<file path="config.mk">
export PLATFORM = sky130hd
export DESIGN_NAME = seg_scan_display
export DESIGN_NICKNAME = d
export VERILOG_FILES = /design/src/rtl/seg_scan_display.sv
export SDC_FILE = /design/constraint.sdc
export NUM_CORES = 1
export LEC_CHECK = 0
export ABC_AREA = 1
export CORE_UTILIZATION = 62
export CTS_CLUSTER_DIAMETER = 80
export DETAILED_ROUTE_END_ITERATION = 8
export PLACE_DENSITY = 0.95
export SYNTH_ARGS = -nofsm -noshare
export SYNTH_HDL_FRONTEND = slang
export SYNTH_SLANG_ARGS = --single-unit
</file>
<file path="constraint.sdc">
create_clock -name clk -period 2.8 [get_ports clk]
set_clock_uncertainty 0.05 [all_clocks]
set_input_delay 0.84 -clock clk [delete_from_list [all_inputs] [get_ports clk]]
set_output_delay 0.84 -clock clk [all_outputs]
set_load 0.1 [all_outputs]
</file>
<file path="src/rtl/seg_scan_display.sv">
// Four-digit multiplexed hex display of an ALU result byte and a count
// of how many times that displayed byte has changed.
module seg_scan_display #(
    parameter int REFRESH_DIV = 100000
) (
    input  logic       clk,
    input  logic       reset,
    input  logic [7:0] alu_result,
    input  logic       freeze,
    output logic [3:0] an,
    output logic [6:0] seg,
    output logic       dp
);

    localparam int CW = $clog2(REFRESH_DIV);
    localparam logic [CW-1:0] LAST = CW'(REFRESH_DIV - 1);

    logic [CW-1:0] rcnt;
    logic [1:0]    idx;
    logic [7:0]    shown_value;
    logic [7:0]    change_cnt;
    logic          tick;
    logic          load;
    logic [3:0]    nib;
    logic [6:0]    seg_next;

    assign tick = (rcnt == LAST);
    assign load = !freeze && (alu_result != shown_value);

    always_comb begin
        nib = 4'h0;
        unique case (idx)
            2'd0: nib = shown_value[3:0];
            2'd1: nib = shown_value[7:4];
            2'd2: nib = change_cnt[3:0];
            2'd3: nib = change_cnt[7:4];
        endcase
    end

    // segment order {g,f,e,d,c,b,a}, active-low
    always_comb begin
        seg_next = 7'b1111111;
        unique case (nib)
            4'h0: seg_next = 7'b1000000;
            4'h1: seg_next = 7'b1111001;
            4'h2: seg_next = 7'b0100100;
            4'h3: seg_next = 7'b0110000;
            4'h4: seg_next = 7'b0011001;
            4'h5: seg_next = 7'b0010010;
            4'h6: seg_next = 7'b0000010;
            4'h7: seg_next = 7'b1111000;
            4'h8: seg_next = 7'b0000000;
            4'h9: seg_next = 7'b0010000;
            4'ha: seg_next = 7'b0001000;
            4'hb: seg_next = 7'b0000011;
            4'hc: seg_next = 7'b1000110;
            4'hd: seg_next = 7'b0100001;
            4'he: seg_next = 7'b0000110;
            4'hf: seg_next = 7'b0001110;
        endcase
    end

    // outputs sample pre-update state, so a load shows up one cycle later
    always_ff @(posedge clk or posedge reset) begin
        if (reset) begin
            rcnt        <= '0;
            idx         <= 2'd0;
            shown_value <= 8'h00;
            change_cnt  <= 8'h00;
            an          <= 4'b1111;
            seg         <= 7'b1111111;
            dp          <= 1'b1;
        end else begin
            rcnt <= tick ? '0 : rcnt + 1'b1;
            if (tick)
                idx <= idx + 2'd1;
            if (load) begin
                shown_value <= alu_result;
                change_cnt  <= change_cnt + 8'd1;
            end
            an  <= ~(4'b0001 << idx);
            seg <= seg_next;
            dp  <= ~((idx == 2'd0) && freeze);
        end
    end

endmodule

</file>
==> results.json <==
{
  "setup_viol": 0,
  "tightest_slew_ps": 583,
  "cap_violations": 0,
  "worstSetupStartpointType": "flip-flop",
  "synth_fa_ha_area_share_pct": 5.98,
  "netlist-cell-type-count": 30,
  "rrSetupSlack_ps": 510,
  "h-tree-depth": 2,
  "final_nets": 402,
  "cts_buffers": 5,
  "grt_max_degree": 48,
  "drc_errors": 0,
  "switchingPower_mw": 0.576,
  "preCtsSetupSlack_ps": 479,
  "die_h_microns": 68.2,
  "grt_usage_pct": 25.9,
  "final_common_cell": "nand2_1",
  "cts.clk_slew.worst_paths_ps": 90,
  "syn_area_per_cell_sq_um": 7.75,
  "syn_area_sq_um": 2720,
  "worstHoldStart": "rcnt[0]",
  "rsz0062_at_grt": "no",
  "synth_nets": 375,
  "vdd_drop_max_mv": 0.452,
  "yosys.area_share.simple_pct": 33.3,
  "setup_slack_ps": 510,
  "ios": 23,
  "cp-end-kind": "flip-flop",
  "wl_per_cell_microns": 12.6,
  "num_vias": 2299,
  "crit_required_ps": 3000,
  "cp-startpoint": "idx[0]",
  "p_comb_share_pct": 21.8,
  "synth_edf_count": 0,
  "globalplace.congestion": 0.849,
  "cts-root-buf": "clkbuf_8",
  "r2r_start": "idx[0]",
  "seq_area_frac_synth_pct": 43.8,
  "synth.area.top_cells": "dfrtp_1, nand2_1, dfstp_2, nand3_1, inv_1",
  "path_class": "flip-flop to flip-flop",
  "area_delta_synth_final_pct": 13.0,
  "antenna_found_initial": 0,
  "slew_viol_final": 0,
  "hold_path_depth": 1,
  "fill_cells": 301,
  "cts_resized": 0,
  "period_share_pct": 81.8,
  "core-area_sq_um": 4120,
  "swShare_pct": 33.7,
  "finalWirelength_microns": 5390,
  "worstPathArrival_ps": 2490,
  "clockBufferDepth": 2,
  "hold_end": "rcnt[0]",
  "internal_power_mw": 1.13,
  "synth_xor_area_share_pct": 4.83,
  "clk_latency_ps": 310,
  "final_cell_mix": "nand2_1, inv_1, nand3_1, dfrtp_1, nor2_1",
  "ant_nets": 0,
  "p_leak_nw": 1.60,
  "viasPerCell": 5.36,
  "r2r_cells": 11,
  "hold_violations": 0,
  "drtIter0Drc": 270,
  "pwr-share-clk_pct": 30.3,
  "die_area_sq_um": 4660,
  "ys_ff_latch": 47,
  "die_w_microns": 68.2,
  "ctsHoldBuffers": 0,
  "hp-class": "flip-flop to flip-flop",
  "r2r-end": "seg[6]",
  "period_needed_ps": 2290,
  "final.setup.tns_ps": 0,
  "cts_tree": "built",
  "place_hpwl_microns": 3930,
  "synthMuxAreaShare_pct": 0,
  "synth_top_family_by_area": "simple AND/OR/NAND/NOR gates",
  "relSlewSlack_pct": 61.2,
  "rows": 23,
  "status": "complete, no violations",
  "synth_ff_type": "dfrtp_1",
  "netlist.area_leader.share_pct": 32.2,
  "fmax_mhz": 437,
  "p_per_area_nw_per_um2": 556,
  "async_flop_share_pct": 100,
  "place.port_buffers": 22,
  "grt_pass1_wl_microns": 8810,
  "insertedDiodeCount": 0,
  "grt_overflow": 0,
  "yosysTopAreaCell": "dfrtp_1",
  "drt_first_pass_iters": 4,
  "synth_compound_area_share_pct": 3.54,
  "grt_pass1_vias": 1955,
  "critical_path.max_fanout": 7,
  "yosys_warnings": 0,
  "initial_core_util_pct": 66.1,
  "pwr-share-seq_pct": 47.9,
  "numClockSinks": 47,
  "netlist_instances": 351,
  "cts_setup_buffers": 0,
  "layout-drive-gt1-share_pct": 13.7
}
[power by group through the flow]
stage | Combinational (mW) | Clock, mW | Sequential [mW]
after floorplan | 0.178 | 0 | 0.932
after global placement | 0.359 | 0 | 0.825
after detailed placement | 0.372 | 0 | 0.829
after CTS | 0.373 | 0.523 | 0.816
after global routing | 0.414 | 0.554 | 0.828
final | 0.372 | 0.518 | 0.818
[Yosys cell counts, types with 4 or more instances]
master,instances
a21oi_1,4
dfrtp_1,35
dfstp_2,12
ha_1,13
inv_1,48
nand2_1,111
nand3_1,41
nand4_1,7
nor2_1,26
nor3_1,4
o21ai_0,7
xnor2_1,4
xor2_1,11
[area by class of cell]
cell class / instances / area [sq um] / share of cell area [%]
Sequential cell: 47 / 1190 / 38.8
Tap cell: 50 / 62.6 / 2.04
Inverter: 53 / 200 / 6.51
Multi-Input combinational cell: 247 / 1300 / 42.2
Clock inverter: 3 / 47.5 / 1.55
Timing Repair Buffer: 24 / 205 / 6.68
Clock buffer: 5 / 68.8 / 2.24
[registers in the layout, summed over array words and instances, names as in the netlist]
| signal | cells |
|---|---|
| seg | 7 |
| shown_value | 8 |
| change_cnt | 8 |
| an | 4 |
| dp | 1 |
| idx | 2 |
| rcnt | 17 |
[through the flow]
step           total power, mW  util (%)  instance area (sq um)  hold WS, ps  instances
6_report                  1.71      74.7                   3070          441        429
5_1_grt                   1.80      74.7                   3070          480        429
4_1_cts                   1.71      74.7                   3070          447        429
3_5_place_dp              1.20      71.8                   2960          437        421
3_3_place_gp              1.18      71.8                   2960          418        421
2_1_floorplan             1.11         -                   2720          398        351
[metal layers]
| metal | up-vias | wire (microns) | global-route usage, % |
|---|---|---|---|
| met2 | 71 | 2660 | 41.2 |
| met5 | - | 0 | 0 |
| met1 | 1075 | 2380 | 35.0 |
| li1 | 1145 | - | - |
| met4 | 0 | 78 | 8.59 |
| met3 | 8 | 268 | 5.50 |
[logic make-up after synthesis]
| kind of cell | Yosys count |
|---|---|
| flip-flops | 47 |
| adder cells (fa/ha/maj) | 13 |
| AND/OR/NAND/NOR | 202 |
| XOR/XNOR | 15 |
| buffers and inverters | 57 |
| AO/OA/AOI/OAI | 17 |
[critical path, cell delays in order (launching register included)]
cell and delay (ps):
dfrtp_1 390, inv_1 120, ha_1 270, inv_2 120, nand2_1 60, o22ai_1 460, inv_1 190, ha_1 250
nand3_1 140, nand2_1 70, nand2_1 50, nand2_1 60
[how the worst max path moves through the flow]
| stage | cells past startpoint | slack [ps] | end |
|---|---|---|---|
| final | 11 | 510 | seg[6] |
| after global placement | 9 | 520 | shown_value[5] |
| after CTS | 11 | 560 | seg[6] |
| after floorplan | 1 | 810 | change_cnt[0] |
| after detailed placement | 8 | 480 | change_cnt[5] |
| after global routing | 11 | 330 | seg[3] |
(Power assumes the default switching activity.)
